==> config.mk <==
export PLATFORM = sky130hd
export DESIGN_NAME = keypad_emulator_flat
export DESIGN_NICKNAME = d
export VERILOG_FILES = /design/src/rtl/keypad_pkg.sv /design/src/rtl/keypad_emulator_if.sv /design/src/rtl/keypad_bounce_lfsr.sv /design/src/rtl/keypad_emulator.sv /design/src/flat_wrapper.sv
export SDC_FILE = /design/constraint.sdc
export NUM_CORES = 1
export LEC_CHECK = 0
export CAP_MARGIN = 20
export CORE_MARGIN = 1.5
export CORE_UTILIZATION = 45
export DETAILED_ROUTE_END_ITERATION = 8
export GPL_TIMING_DRIVEN = 0
export REMOVE_ABC_BUFFERS = 1
export SLEW_MARGIN = 20
export SYNTH_ARGS = -nofsm -noshare
export SYNTH_HDL_FRONTEND = slang
export SYNTH_SLANG_ARGS = --single-unit
==> constraint.sdc <==
create_clock -name clk -period 2.81 [get_ports clk]
set_clock_uncertainty 0.1 [all_clocks]
set_input_delay 0.281 -clock clk [delete_from_list [all_inputs] [get_ports clk]]
set_output_delay 0.281 -clock clk [all_outputs]
set_load 0.005 [all_outputs]
==> src/rtl/keypad_pkg.sv <==
// Shared types and constants for the keypad emulator: FSM states, the
// key-code to column/row map and the bounce LFSR seed.
package keypad_pkg;

    typedef enum logic [2:0] {
        ST_IDLE,
        ST_BOUNCE_IN,
        ST_HOLD,
        ST_BOUNCE_OUT,
        ST_GAP
    } state_e;

    localparam logic [15:0] LFSR_SEED = 16'hACE1;

    // One-hot column and row, bit 3 = column/row 0.
    typedef struct packed {
        logic [3:0] col;
        logic [3:0] row;
    } key_pos_t;

    function automatic key_pos_t key_map(input logic [3:0] code);
        key_pos_t p;
        p = '0;
        case (code)
            4'h1: p = '{col: 4'b1000, row: 4'b1000};
            4'h2: p = '{col: 4'b0100, row: 4'b1000};
            4'h3: p = '{col: 4'b0010, row: 4'b1000};
            4'hA: p = '{col: 4'b0001, row: 4'b1000};
            4'h4: p = '{col: 4'b1000, row: 4'b0100};
            4'h5: p = '{col: 4'b0100, row: 4'b0100};
            4'h6: p = '{col: 4'b0010, row: 4'b0100};
            4'hB: p = '{col: 4'b0001, row: 4'b0100};
            4'h7: p = '{col: 4'b1000, row: 4'b0010};
            4'h8: p = '{col: 4'b0100, row: 4'b0010};
            4'h9: p = '{col: 4'b0010, row: 4'b0010};
            4'hC: p = '{col: 4'b0001, row: 4'b0010};
            4'hD: p = '{col: 4'b1000, row: 4'b0001};
            4'h0: p = '{col: 4'b0100, row: 4'b0001};
            4'hE: p = '{col: 4'b0010, row: 4'b0001};
            4'hF: p = '{col: 4'b0001, row: 4'b0001};
            default: p = '0;
        endcase
        return p;
    endfunction

endpackage

==> src/rtl/keypad_emulator_if.sv <==
// Press-request handshake between a test controller and the keypad emulator.
interface keypad_emulator_if;

    logic        req_valid;
    logic        req_ready;
    logic [3:0]  req_key;
    logic [15:0] req_hold;
    logic        busy;
    logic        done;

    modport master (
        output req_valid, req_key, req_hold,
        input  req_ready, busy, done
    );

    modport slave (
        input  req_valid, req_key, req_hold,
        output req_ready, busy, done
    );

endinterface

==> src/rtl/keypad_bounce_lfsr.sv <==
// 16-bit Fibonacci LFSR (taps 16,14,13,11) supplying pseudo-random contact
// bits during bounce phases; advances only when step_en is high.
module keypad_bounce_lfsr
    import keypad_pkg::*;
(
    input  logic clk,
    input  logic reset,
    input  logic step_en,
    output logic bit_o
);

    logic [15:0] lfsr_q;
    logic [15:0] lfsr_d;
    logic        feedback;

    always_comb begin
        feedback = lfsr_q[15] ^ lfsr_q[13] ^ lfsr_q[12] ^ lfsr_q[10];
        lfsr_d   = lfsr_q;
        if (step_en) begin
            lfsr_d = {lfsr_q[14:0], feedback};
        end
    end

    always_ff @(posedge clk) begin
        if (reset) begin
            lfsr_q <= LFSR_SEED;
        end else begin
            lfsr_q <= lfsr_d;
        end
    end

    assign bit_o = lfsr_q[15];

endmodule

==> src/rtl/keypad_emulator.sv <==
// Emulates one key of a 4x4 matrix keypad: on request it presses a key with
// contact bounce, holds it, releases it with bounce, then enforces a gap.
module keypad_emulator
    import keypad_pkg::*;
#(
    parameter int unsigned CLK_HZ             = 27_000_000,
    parameter int unsigned TICK_CYCLES        = CLK_HZ / 1000,
    parameter int unsigned BOUNCE_TICKS       = 5,
    parameter int unsigned BOUNCE_STEP_CYCLES = 1350,
    parameter int unsigned GAP_TICKS          = 2
) (
    input  logic              clk,
    input  logic              reset,
    input  logic [3:0]        columnas,
    output logic [3:0]        filas,
    keypad_emulator_if.slave  req
);

    localparam int unsigned CYC_W  = (TICK_CYCLES > 1) ? $clog2(TICK_CYCLES) : 1;
    localparam int unsigned STEP_W = (BOUNCE_STEP_CYCLES > 1) ? $clog2(BOUNCE_STEP_CYCLES) : 1;

    localparam logic [CYC_W-1:0]  CYC_LAST    = CYC_W'((TICK_CYCLES > 0) ? TICK_CYCLES - 1 : 0);
    localparam logic [STEP_W-1:0] STEP_LAST   = STEP_W'((BOUNCE_STEP_CYCLES > 0) ? BOUNCE_STEP_CYCLES - 1 : 0);
    localparam logic [15:0]       BOUNCE_LAST = 16'((BOUNCE_TICKS > 0) ? BOUNCE_TICKS - 1 : 0);
    localparam logic [15:0]       GAP_LAST    = 16'((GAP_TICKS > 0) ? GAP_TICKS - 1 : 0);

    state_e             state_q, state_d;
    logic [CYC_W-1:0]   cyc_q, cyc_d;
    logic [15:0]        tick_q, tick_d;
    logic [STEP_W-1:0]  step_q, step_d;
    logic               contact_q, contact_d;
    key_pos_t           pos_q, pos_d;
    logic [15:0]        hold_last_q, hold_last_d;
    logic [3:0]         filas_q, filas_d;
    logic               busy_q, busy_d;
    logic               done_q, done_d;
    logic               ready_q, ready_d;

    logic               tick_end;
    logic               step_end;
    logic               lfsr_step;
    logic               lfsr_bit;

    keypad_bounce_lfsr u_lfsr (
        .clk     (clk),
        .reset   (reset),
        .step_en (lfsr_step),
        .bit_o   (lfsr_bit)
    );

    always_comb begin
        state_d     = state_q;
        cyc_d       = cyc_q;
        tick_d      = tick_q;
        step_d      = step_q;
        contact_d   = contact_q;
        pos_d       = pos_q;
        hold_last_d = hold_last_q;
        done_d      = 1'b0;
        lfsr_step   = 1'b0;
        tick_end    = (cyc_q == CYC_LAST);
        step_end    = (step_q == STEP_LAST);

        if (state_q != ST_IDLE) begin
            cyc_d  = tick_end ? '0 : cyc_q + CYC_W'(1);
            tick_d = tick_end ? tick_q + 16'd1 : tick_q;
            step_d = step_end ? '0 : step_q + STEP_W'(1);
        end

        unique case (state_q)
            ST_IDLE: begin
                if (req.req_valid && ready_q) begin
                    pos_d       = key_map(req.req_key);
                    hold_last_d = (req.req_hold == '0) ? '0 : req.req_hold - 16'd1;
                    state_d     = (BOUNCE_TICKS == 0) ? ST_HOLD : ST_BOUNCE_IN;
                    contact_d   = 1'b1;
                end
            end
            ST_BOUNCE_IN: begin
                if (step_end) begin
                    contact_d = lfsr_bit;
                    lfsr_step = 1'b1;
                end
                if (tick_end && tick_q == BOUNCE_LAST) begin
                    state_d   = ST_HOLD;
                    contact_d = 1'b1;
                end
            end
            ST_HOLD: begin
                if (tick_end && tick_q == hold_last_q) begin
                    state_d   = (BOUNCE_TICKS == 0) ? ST_GAP : ST_BOUNCE_OUT;
                    contact_d = 1'b0;
                end
            end
            ST_BOUNCE_OUT: begin
                if (step_end) begin
                    contact_d = lfsr_bit;
                    lfsr_step = 1'b1;
                end
                if (tick_end && tick_q == BOUNCE_LAST) begin
                    state_d   = ST_GAP;
                    contact_d = 1'b0;
                end
            end
            ST_GAP: begin
                if (GAP_TICKS == 0 || (tick_end && tick_q == GAP_LAST)) begin
                    state_d   = ST_IDLE;
                    contact_d = 1'b0;
                    done_d    = 1'b1;
                end
            end
            default: begin
                state_d   = ST_IDLE;
                contact_d = 1'b0;
            end
        endcase

        // Every state starts its own timing from zero, including the
        // bounce sample grid, so bounce edges align to state entry.
        if (state_d != state_q) begin
            cyc_d  = '0;
            tick_d = '0;
            step_d = '0;
        end

        busy_d  = (state_d != ST_IDLE);
        ready_d = (state_d == ST_IDLE) && (state_q == ST_IDLE);
        filas_d = (contact_q && columnas == pos_q.col) ? pos_q.row : '0;
    end

    always_ff @(posedge clk) begin
        if (reset) begin
            state_q     <= ST_IDLE;
            cyc_q       <= '0;
            tick_q      <= '0;
            step_q      <= '0;
            contact_q   <= 1'b0;
            pos_q       <= '0;
            hold_last_q <= '0;
            filas_q     <= '0;
            busy_q      <= 1'b0;
            done_q      <= 1'b0;
            ready_q     <= 1'b1;
        end else begin
            state_q     <= state_d;
            cyc_q       <= cyc_d;
            tick_q      <= tick_d;
            step_q      <= step_d;
            contact_q   <= contact_d;
            pos_q       <= pos_d;
            hold_last_q <= hold_last_d;
            filas_q     <= filas_d;
            busy_q      <= busy_d;
            done_q      <= done_d;
            ready_q     <= ready_d;
        end
    end

    assign filas         = filas_q;
    assign req.busy      = busy_q;
    assign req.done      = done_q;
    assign req.req_ready = ready_q;

endmodule

==> src/flat_wrapper.sv <==
// flat-port wrapper written by rule: the top's interface ports become plain ports
module keypad_emulator_flat import keypad_pkg::*;
#(
    parameter int unsigned CLK_HZ             = 27_000_000,
    parameter int unsigned TICK_CYCLES        = CLK_HZ / 1000,
    parameter int unsigned BOUNCE_TICKS       = 5,
    parameter int unsigned BOUNCE_STEP_CYCLES = 1350,
    parameter int unsigned GAP_TICKS          = 2
)
  (clk, reset, columnas, filas, req_req_valid, req_req_key, req_req_hold, req_req_ready, req_busy, req_done);
  keypad_emulator_if req_i ();
  input  logic clk;
  input  logic reset;
  input  logic [3:0] columnas;
  output logic [3:0] filas;
  input wire logic [$bits(req_i.req_valid)-1:0] req_req_valid;
  input wire logic [$bits(req_i.req_key)-1:0] req_req_key;
  input wire logic [$bits(req_i.req_hold)-1:0] req_req_hold;
  output wire logic [$bits(req_i.req_ready)-1:0] req_req_ready;
  output wire logic [$bits(req_i.busy)-1:0] req_busy;
  output wire logic [$bits(req_i.done)-1:0] req_done;
  assign req_i.req_valid = req_req_valid;
  assign req_i.req_key = req_req_key;
  assign req_i.req_hold = req_req_hold;
  assign req_req_ready = req_i.req_ready;
  assign req_busy = req_i.busy;
  assign req_done = req_i.done;
  keypad_emulator #(.CLK_HZ(CLK_HZ), .TICK_CYCLES(TICK_CYCLES), .BOUNCE_TICKS(BOUNCE_TICKS), .BOUNCE_STEP_CYCLES(BOUNCE_STEP_CYCLES), .GAP_TICKS(GAP_TICKS)) u_core (.clk(clk), .reset(reset), .columnas(columnas), .filas(filas), .req(req_i));
endmodule
# --- Word-level counts from Yosys, hierarchy flattened ---
# Memories as Yosys holds them, arrays and structs flattened. A register that Yosys moved wholly into a read port is not among the register bits.
# Index checks and enable logic that the tools add are counted.
classes:
  addsub: 4
  bitwise: 5
  n_eq_ne: 14
  muxes: 19
  reduce_logical: 18
op_table:
  columns: ["cell", "n"]
  rows:
  - ["$add A16 B1 Y16 const B", 1]
  - ["$eq A16 B1 Y1 const B", 1]
  - ["$eq A16 B16 Y1", 1]
  - ["$eq A16 B3 Y1 const B", 1]
  - ["$logic_not A16 Y1", 1]
  - ["$mux W16", 1]
  - ["$sub A16 B1 Y16 const B", 1]
  - ["$add A15 B1 Y15 const B", 1]
  - ["$eq A15 B15 Y1 const B", 1]
  - ["$mux W15", 1]
  - ["$mux W3", 5]
  - ["$pmux W3 S5", 1]
  - ["$add A11 B1 Y11 const B", 1]
  - ["$eq A11 B11 Y1 const B", 1]
  - ["$mux W11", 1]
  - ["$mux W1", 9]
  - ["$reduce_or A2 Y1", 4]
  - ["$eq A3 B2 Y1 const B", 2]
  - ["$logic_and A1 B1 Y1", 6]
  - ["$logic_not A3 Y1", 2]
  - ["$ne A2 B1 Y1 const B", 3]
  - ["$reduce_bool A3 Y1", 2]
  - ["$pmux W1 S5", 1]
  - ["$eq A4 B4 Y1", 1]
  - ["7 further kinds", 11]
totals:
  ff_bits: 85
  romBits: 128
  elab_cells: 72
  output_inout_bits: 7
  n_memories: 1
  input_bits: 27
mem_list:
  columns: ["name", "depth", "word_bits", "rd", "rd_ports_with_merged_regs", "write_ports", "line", "rtl"]
  rows:
  - ["(name not given)", 16, 8, 1, 1, 0, "keypad_pkg.sv:24", "case (code)"]

# --- Depth between registers and ports, before layout ---
# Gate-level depths: netlist of run 1.
logic_depth:
  word_depth: 6
  depth_mapped: 9
  depth_no_buf: 8

# --- By module ---
# Synthesis of run 1 repeated with hierarchy kept, for this count alone.
unflattened:
  cells_unflattened: 558
  area_unflattened_um2: 4911.0
modules_own_cells:
  columns: ["mod", "instances", "area_per_inst_um2", "cells_each", "seq_area_each_um2"]
  rows:
  - ["keypad_emulator", 1, 4291.6, 503, 1541.5]
  - ["keypad_bounce_lfsr", 1, 619.3, 55, 320.3]

# --- Least setup slack after synthesis of run 1 ---
# Ideal clock, no wire load.
synth_timing:
  path_kind: "in2reg"
  start: "in req_req_hold[2]"
  end: "reg u_core.hold_last_q[9]"
  arrival_time_ns: 1.947
  required_time_ns: 2.585
  setup_ns: 0.125
  n_path_buf: 0
  path_stages: 6
  path_slack_ns: 0.637
  cell_sequence: "or4_4 -> or4_4 -> or3_4 -> xnor2_2 -> a22oi_1 -> nor2_2"
synth_between:
  elab_chain_cells: 2
  elab_cells_between_ends: 3
  cone_classes: "1 x add/sub; 1 x mux; 1 x reduce/logical"
synth_rtl:
  columns: ["item", "line", "rtl"]
  rows:
  - ["start: declaration", "flat_wrapper.sv:18", "input wire logic [$bits(req_i.req_hold)-1:0] req_req_hold;"]
  - ["$sub A16 B1 Y16 or $logic_not A16 Y1 (tied branches)", "keypad_emulator.sv:74", "hold_last_d = (req.req_hold == '0) ? '0 : req.req_hold - 16'd1;"]
  - ["$mux W16 *", "keypad_emulator.sv:74", null]
  - ["end signal: assignment", "keypad_emulator.sv:151", "hold_last_q <= hold_last_d;"]
  - ["end: declaration", "keypad_emulator.sv:33", "logic [15:0] hold_last_q, hold_last_d;"]
# Every way passes the cells marked *; elsewhere a longest branch is shown, timed or not.
# A chain may end at the register's enable or synchronous reset.

# --- Worst setup path after layout of run 1 ---
layout_timing:
  start: "reg u_core.cyc_q[0]"
  end: "reg u_core.cyc_q[3]"
layout_between:
  elab_chain_cells: 6
  elab_cells_between_ends: 13
  cone_classes: "1 x add/sub; 2 x eq/ne; 6 x mux; 4 x reduce/logical"
layout_rtl:
  columns: ["item", "line", "rtl"]
  rows:
  - ["start: declaration", "keypad_emulator.sv:28", "logic [CYC_W-1:0] cyc_q, cyc_d;"]
  - ["start signal: assignment", "keypad_emulator.sv:146", "cyc_q <= cyc_d;"]
  - ["$eq A15 B15 Y1", "keypad_emulator.sv:61", "tick_end = (cyc_q == CYC_LAST);"]
  - ["$logic_and A1 B1 Y1, on equally long branches", null, null]
  - ["$mux W3, on equally long branches", null, null]
  - ["$pmux W3 S5", "keypad_emulator.sv:70", "unique case (state_q)"]
  - ["$ne A3 B3 Y1", "keypad_emulator.sv:120", "if (state_d != state_q) begin"]
  - ["$reduce_or A2 Y1 (no source line)", null, null]
# Parallel ways exist; a longest one is shown, timed or not.

==> qor.csv, run 1 <==
stage;metric;value;unit
setup_path;crit_start;u_core.cyc_q[0];
global_route;antenna_found_initial;0;
power;cellPowerDensity;483;mW/mm2
cells_and_area;nNetsFinal;621;
setup_path;cp_cell_sequence;ha_1 > and3_1 > nand4_1 > o21ai_0 > a21oi_1 > o21ai_4 > buf_12 > nor3_1;
run_status;status;finished clean;
placement;dp_cells;700;
drt;via_per_inst;5.34;
drt;drt_iter0_markers;242;
cells_and_area;final_cell_mix;dfxtp_1 (93), nor2_1 (83), nand2_1 (61);
cts;cts-buffers-inserted;9;
sta;setup_viol;0;
drt;postRouteAntennaNets;0;
synth;synth_area;0.00466;mm2
power;clockPowerShare;33.5;%
synth;synth_cell_type_count;52;
drt;avgRoutedWirePerCell;13.8;um
synth;ys_ff_latch;93;
job;cap_violations;0;
global_route;grt_pass1_vias;3625;
power;switching_share;28.4;%
cts;holdBufCountCts;0;
sta;period_needed;2590;ps
placement;placed_area;0.00504;mm2
floorplanning;initial_utilization;47.0;%
cells_and_area;layout.cells.non_filler;721;
global_route;grtUsageTotal;18.9;%
global_route;grt_pass1_wl;17200;um
sta;worstMarginPinSlew;930;ps
power;peakVddDrop;0.000266;V
floorplanning;core.rowCount;36;
synth;synth_warnings;0;
synth;synth_top_area_share;40.0;%
cts;cts_buffer_depth;2;
global_route;gr-total-overflow;0;
sta;finalCritPeriodShare;92.1;%
cts;clkSinkCount;93;
synth;synth-edff-count;0;
power;p_comb_share;12.5;%
synth;yosys.area.top_type;dfxtp_1;
sta;hold_viol_final;0;
placement;gp_congestion;0.788;
cells_and_area;diodes;0;
min_path;hp-start;u_core.u_lfsr.lfsr_q[2];
setup_path;cp-start-kind;flip-flop;
placement;place_ws;-415;ps
power;p_sw;730;uW
setup_path;crit_path_top_delay_cell;a21oi_1;
synth;synth_flop_cell;dfxtp_1;
setup_path;critPathKind;reg -> reg;
synth;yosys-top-cells-area;dfxtp_1 (40%), xor2_1 (9.4%), nor2_1 (6.7%);
setup_path;cp-end-kind;flip-flop;
global_route;grt_max_degree;40;
sta;fin_ws;222;ps
cts;cts_tree;yes;
drt;vias;3853;
power;power.internal;1840;uW
floorplanning;coreArea;0.00991;mm2
synth;ys_async_sr_fraction;0;%
setup_path;critical_path_arrival;2770;ps
setup_path;required;3000;ps
floorplanning;die_h;105;um
sta;rsz0062_at_grt;false;
power;p_leak;0.00198;uW
synth;avgSynthCellArea;8.29;um2
min_path;hp-class;reg -> reg;
floorplanning;dieArea;0.0110;mm2
sta;timing.slew.headroom;37.8;%
placement;dp_hpwl;6880;um
drt;firstDrtPassIters;4;
cells_and_area;syn_to_final_growth;14.1;%
setup_path;critPathMaxFanout;13;
cells_and_area;fin_area;0.00531;mm2
cts;root_buffer;clkbuf_8;
synth;syn_inst;562;
drt;drc;0;
floorplanning;pin_count;34;
cts;clk_latency;360;ps
floorplanning;fp.dieW;105;um
cts;clk_pin_slew;100;ps
setup_path;cp_slowest_stage_delay;460;ps
placement;io_buffers;33;
cells_and_area;drive_gt1_share;6.63;%
sta;slew_violations;0;
setup_path;r2r_start;u_core.cyc_q[0];
power;pwr-share-seq;54.0;%
synth;ys_seq_area_share;40.0;%
sta;fmax;386;MHz
drt;routed_wirelength;9950;um
cells_and_area;layout_commonest_cell;dfxtp_1;
cts;htree_levels;3;
power;fin_total_pwr;2570;uW
[repair_timing]
action,CTS,global route
gates resized for setup,2,1
pin swaps,1,3
endpoints found under the hold margin,0,0
setup endpoints to repair,46,56
cloned,1,0
setup buffers,0,4
[per-stage QoR]
stage | utilization, % | hold slack [ps] | TNS, ps
2_1_floorplan | - | 248 | 0
3_3_place_gp | 50.7 | 337 | -38680
3_5_place_dp | 50.9 | 344 | -14170
4_1_cts | 53.0 | 346 | 0
5_1_grt | 53.6 | 372 | 0
6_report | 53.6 | 354 | 0
[power by group through the flow]
| stage | logic [uW] | registers [uW] | clock network (uW) |
|---|---|---|---|
| finish | 322 | 1380 | 860 |
| global route | 360 | 1390 | 950 |
| CTS | 305 | 1380 | 887 |
| detailed placement | 294 | 1410 | 0 |
| global placement | 283 | 1410 | 0 |
| floorplan | 175 | 1410 | 0 |
[sequential cells by signal, indices dropped and copies added (netlist names)]
signal	flops
u_core.contact_q	1
u_core.cyc_q	15
u_core.filas	4
u_core.hold_last_q	16
u_core.pos_q	8
u_core.req.busy	1
u_core.req.done	1
u_core.req.req_ready	1
u_core.state_q	3
u_core.step_q	11
u_core.tick_q	16
u_core.u_lfsr.lfsr_q	16
[cell families after synthesis]
family	Yosys count	share of synthesized area, %
simple gates	279	30.0
compound gates	67	9.62
fa+ha+maj	11	2.96
buf+inv	39	3.55
mux	2	0.430
flops	93	40.0
xor+xnor	71	13.5
[final timing paths]
check	endpoint	slack [ps]	cells past startpoint
min reg2reg	u_core.u_lfsr.lfsr_q[3]	350	2
min	u_core.u_lfsr.lfsr_q[3]	350	2
max	u_core.cyc_q[3]	220	8
max reg2reg	u_core.cyc_q[3]	220	8
[synthesized netlist by cell type, types with 2 or more instances]
cell	count
a211oi_1	4
a21oi_1	22
a22oi_1	15
a311oi_1	3
and2_1	6
and3_1	8
and4_1	4
buf_4	4
clkbuf_1	24
dfxtp_1	93
ha_1	11
inv_1	10
mux2i_1	2
nand2_1	61
nand2b_1	6
nand3_1	23
nand3b_1	4
nand4_1	20
nor2_1	83
nor2_2	2
nor3_1	17
nor3b_1	2
nor4_1	24
nor4b_1	5
nor4bb_1	3
o21a_1	2
o21ai_0	5
o31ai_1	2
or2_2	4
or3_1	2
or4_4	2
xnor2_1	20
xor2_1	50
[per-layer routing]
metal  global-route usage, %  part of all wire [%]  wire length, um  vias up
met5                       0                     0                0        -
met4                    5.28                  0.57               57        0
met3                    3.74                   3.1              308        4
met2                    29.8                    45             4480       68
met1                    26.3                    51             5110     1772
li1                        -                     -                -     2009
[worst max-delay path: cells and delay by family (launching register included)]
kind	cells	cell delay (ps)
adders and majority gates	1	280
AOI/OAI and AO/OA	3	770
and+or+nand+nor	3	810
DFF	1	380
buffers and inverters	1	180
[cell type report]
cell class                 count  area (um2)
sequential                    93        1860
multi-input combinational    431        2670
fill                         962        4600
inverter                      10        37.5
tap                          133         166
timing repair buffer          38         395
clock inverter                 7        61.3
clock buffer                   9         124
Note: power is estimated with default switching activity, not from simulation.
==> inputs of run 2 (changes only) <==
ABC_CLOCK_PERIOD_IN_PS = 2810   (was not set)
==> results of run 2 <==
Final layout, timing and power as in run 1 (identical DEF).
==> inputs of run 3 (changes only) <==
HOLD_SLACK_MARGIN = 0.03   (was not set)
==> results of run 3 <==
Final layout, timing and power as in run 1 (identical DEF).
==> variant 1, RTL diff (config.mk and constraints of run 2) <==
One comparison of `tick_q` changes from == to >=.
--- a/src/rtl/keypad_emulator.sv
+++ b/src/rtl/keypad_emulator.sv
@@ -97,7 +97,7 @@
                     contact_d = lfsr_bit;
                     lfsr_step = 1'b1;
                 end
-                if (tick_end && tick_q == BOUNCE_LAST) begin
+                if (tick_end && tick_q >= BOUNCE_LAST) begin
                     state_d   = ST_GAP;
                     contact_d = 1'b0;
                 end
Function: no difference found for any inputs over 10 cycles, from zero or initial values and one cycle with reset high; that may be too few to reach the edited logic, so the function may still have changed.
==> variant 1 against run 2 <==
Sequential cell count unchanged; hold slack got worse by 0.0029 ns; area after synthesis increased by 4.9%; setup slack improved by 0.0069 ns; total power increased by 1.5%; final area increased by 4.2%; non-clock buffer count increased by 2; routed wire length increased by 7.5%; critical endpoint is now u_core.cyc_q[11]; largest cell class unchanged.
==> variant 1: results <==
{
  "status": "complete, no violations",
  "wl_met2_mm": 5.00,
  "cpPeakStageDelay_ns": 0.40,
  "dpl.hpwl_mm": 7.44,
  "initialDrtViolationCount": 192,
  "grt_pass1_wl_mm": 18.4,
  "gr-usage-met1_pct": 26.4,
  "min_to": "u_core.hold_last_q[3]",
  "place_ws_ns": -0.709,
  "final.min_clock_period_ns": 2.58,
  "fillers": 967,
  "synth_area_leaders": "dfxtp_1, xor2_1, xnor2_1",
  "synthAdderAreaFrac_pct": 2.82,
  "synth_top_cells_by_count": "dfxtp_1, nand2_1, nor2_1, nor3_1",
  "crit_arrival_ns": 2.72,
  "min_from": "reset",
  "wl_met1_mm": 5.22,
  "use_met3_pct": 2.43,
  "wl_met3_um": 304,
  "place.gp.congestion": 0.844,
  "max_slew.worst_pin.slew_ns": 0.708,
  "fin_nets": 624,
  "seq_area_frac_synth_pct": 38.1,
  "grt_pass1_vias": 3810,
  "grt_max_degree": 38,
  "vias_per_cell": 5.56,
  "drive_above_1_share_pct": 10.2,
  "synth.area.mux_share_pct": 0.231,
  "gr-usage-met2_pct": 32.9,
  "p_leak_nw": 2.00,
  "synth_xor_area_share_pct": 11.5,
  "critPathMaxFanout": 24,
  "timing.rr.end": "u_core.cyc_q[11]",
  "hold_path_class": "in -> reg",
  "cp_slowest_cell": "nor4b_4"
}
-- variant 1: cell types whose count changed after synthesis, moves of 11 or more --
cell     delta
nor3_1     +30
xnor2_1    +11
xor2_1     -17
a21oi_1    +11
nor2_1     -36
nor4_2     +13
nor4_1     -14
-- variant 1: power breakdown --
part           internal [W]  switching, W
logic              0.000134      0.000184
clock network      0.000412      0.000491
registers           0.00135     0.0000305
-- variant 1: worst max-delay path, delay by kind of cell, from the launching register on --
kind            cells  cell delay (ns)
simple gates        4             1.00
buf+inv             1             0.23
fa+ha+maj           1             0.26
compound gates      2             0.45
flops               1             0.39
-- variant 1: layout make-up --
type                       instances  area share (%)
clock inverter                     7            1.33
inverter                          18            1.22
tap                              136            3.07
timing repair buffer              40            7.42
multi-input combinational        424            51.1
clock buffer                       9            2.24
sequential                        93            33.7
-- variant 1: timing repair --
action	4_1_cts	5_1_grt
resized for setup	4	4
buffers inserted	5	0
setup endpoints to repair	58	29
pin swaps	1	0
==> variant 2, RTL diff (config.mk and constraints of run 2) <==
Made on the original files. `CLK_HZ` is set to 27_000_000 in 2 places; all go to 108_000_000.
--- a/src/rtl/keypad_emulator.sv
+++ b/src/rtl/keypad_emulator.sv
@@ -3,7 +3,7 @@
 module keypad_emulator
     import keypad_pkg::*;
 #(
-    parameter int unsigned CLK_HZ             = 27_000_000,
+    parameter int unsigned CLK_HZ             = 108_000_000,
     parameter int unsigned TICK_CYCLES        = CLK_HZ / 1000,
     parameter int unsigned BOUNCE_TICKS       = 5,
     parameter int unsigned BOUNCE_STEP_CYCLES = 1350,
--- a/src/flat_wrapper.sv
+++ b/src/flat_wrapper.sv
@@ -1,7 +1,7 @@
 // flat-port wrapper written by rule: the top's interface ports become plain ports
 module keypad_emulator_flat import keypad_pkg::*;
 #(
-    parameter int unsigned CLK_HZ             = 27_000_000,
+    parameter int unsigned CLK_HZ             = 108_000_000,
     parameter int unsigned TICK_CYCLES        = CLK_HZ / 1000,
     parameter int unsigned BOUNCE_TICKS       = 5,
     parameter int unsigned BOUNCE_STEP_CYCLES = 1350,
Check against the original RTL: no difference found for any inputs over 10 cycles, from zero or initial values and one cycle with reset high; that may be too few to reach the edited logic, so the function may still have changed.
==> variant 2 against run 2 <==
Routed wire length fell by 1.9%; final area is 2.2% higher; area after synthesis increased by 2.1%; sequential cell count up 2; sequential share of layout area barely moved; via count is the same; critical path depth is 2 lower; setup slack lost 0.071 ns; global-route usage down 1.1 points; die area increased by 2.0%; total power increased by 5.6%; fmax fell by 2.7%.
==> variant 2: results <==
{
  "status": "complete, no violations",
  "post-route-drc-count": 0,
  "cpPeakStageDelay_ns": 0.61,
  "finalCritPeriodShare_pct": 94.6,
  "wl_met2_mm": 4.40,
  "p_leak_nw": 2.07,
  "htreeDepth": 3,
  "drive_above_1_share_pct": 5.01,
  "clk_pin_slew_ns": 0.09,
  "clk_latency_ns": 0.36,
  "cts_buffers": 9,
  "port_buffers": 33,
  "antenna_cells": 0,
  "grt_pass1_vias": 3571,
  "synth_top_cells_by_count": "dfxtp_1, nor2_1, nand2_1",
  "highest_layer": "met4",
  "grt_max_degree": 47,
  "maxSlewHeadroom_pct": 43.1,
  "grt_usage_pct": 17.8,
  "wire_per_inst_um": 13.3,
  "post_cts_buffers": 0,
  "cp_slowest_cell": "or4_4",
  "vias_per_cell": 5.24,
  "wl_met1_mm": 5.03,
  "dp_cells": 718,
  "ir_drop_uv": 288,
  "syn_inst": 575,
  "regMostFlops": "u_core.cyc_q",
  "hold_path_class": "in -> reg",
  "yosysWarnings": 0,
  "place.gp.congestion": 0.777,
  "ys_types": 52,
  "seq_area_frac_synth_pct": 40.0,
  "vias": 3853,
  "largest_reg_flops": 17,
  "dpl.hpwl_mm": 6.67,
  "pwr-share-comb_pct": 11.0,
  "cts_root_buffer": "clkbuf_8",
  "path_delay_family": "simple AND/OR/NAND/NOR gates",
  "antenna_found_initial": 0,
  "swShare_pct": 25.3,
  "drtPass1Iterations": 4,
  "initialDrtViolationCount": 245,
  "critPathMaxFanout": 22,
  "synth_area_leaders": "dfxtp_1, xor2_1, nor2_1",
  "grt_pass1_wl_mm": 16.4,
  "cts_buffer_depth": 2,
  "synth-async-reset-ratio_pct": 0,
  "wl_met3_um": 192,
  "fin_nets": 632,
  "fillers": 989
}
[variant 2: kinds of logic after synthesis]
group	Yosys count	synth area share, %
DFF	95	40.0
buffers and inverters	44	4.26
AOI/OAI and AO/OA	67	9.39
adders and majority gates	11	2.89
and+or+nand+nor	284	29.8
muxes	2	0.421
xor gates and xnor gates	72	13.3
[variant 2: area by class of cell]
class	instances	area [sq um]	area share, %
multi-input cells	437	2700	49.6
flip-flops and latches	95	1900	35.0
repair buffers	36	384	7.08
well taps	136	170	3.13
clock buffers	10	128	2.35
clock inverters	6	93.8	1.73
inverters	15	56.3	1.04
[variant 2: repair_timing]
item,CTS,global route
resized for setup,3,2
pin swaps,0,1
endpoints found under the setup margin,44,44
cloned,0,1
[variant 2: worst paths after layout]
check / start / endpoint / slack [ns] / cells past startpoint
max reg2reg: u_core.cyc_q[9] / u_core.tick_q[12] / 0.15 / 6
min: reset / u_core.pos_q[2] / 0.05 / 2
min reg2reg: u_core.u_lfsr.lfsr_q[8] / u_core.u_lfsr.lfsr_q[9] / 0.36 / 2
max: u_core.cyc_q[9] / u_core.tick_q[12] / 0.15 / 6
[variant 2: routing by layer]
metal  track usage, %  up-vias
li1                 -     2016
met1             23.7     1780
met2             29.4       47
met3             2.60       10
met4             6.37        0
met5                0        -
[variant 2: stage by stage]
stage / cell area, sq um / TNS (ns) / worst slack, ns
after floorplan: 4610 / -40.54 / -0.920
after global placement: 5110 / -133.49 / -2.46
after detailed placement: 5170 / -15.95 / -0.450
after CTS: 5410 / 0 / 0.0193
after global routing: 5430 / 0 / 0.0116
final: 5430 / 0 / 0.151
[variant 2: power by group through the flow]
stage               Combinational [W]  Clock (W)  Sequential, W
floorplan                    0.000162          0        0.00143
global placement             0.000267          0        0.00144
detailed placement           0.000289          0        0.00144
CTS                          0.000294    0.00103        0.00141
global route                 0.000332    0.00107        0.00141
finish                       0.000298    0.00100        0.00141
[variant 2: worst reg2reg max path, stage by stage (launching register included)]
cell,delay [ns]
dfxtp_1,0.36
or4b_4,0.56
or4_4,0.61
o211ai_2,0.34
a31o_4,0.33
buf_16,0.19
nor2_1,0.06
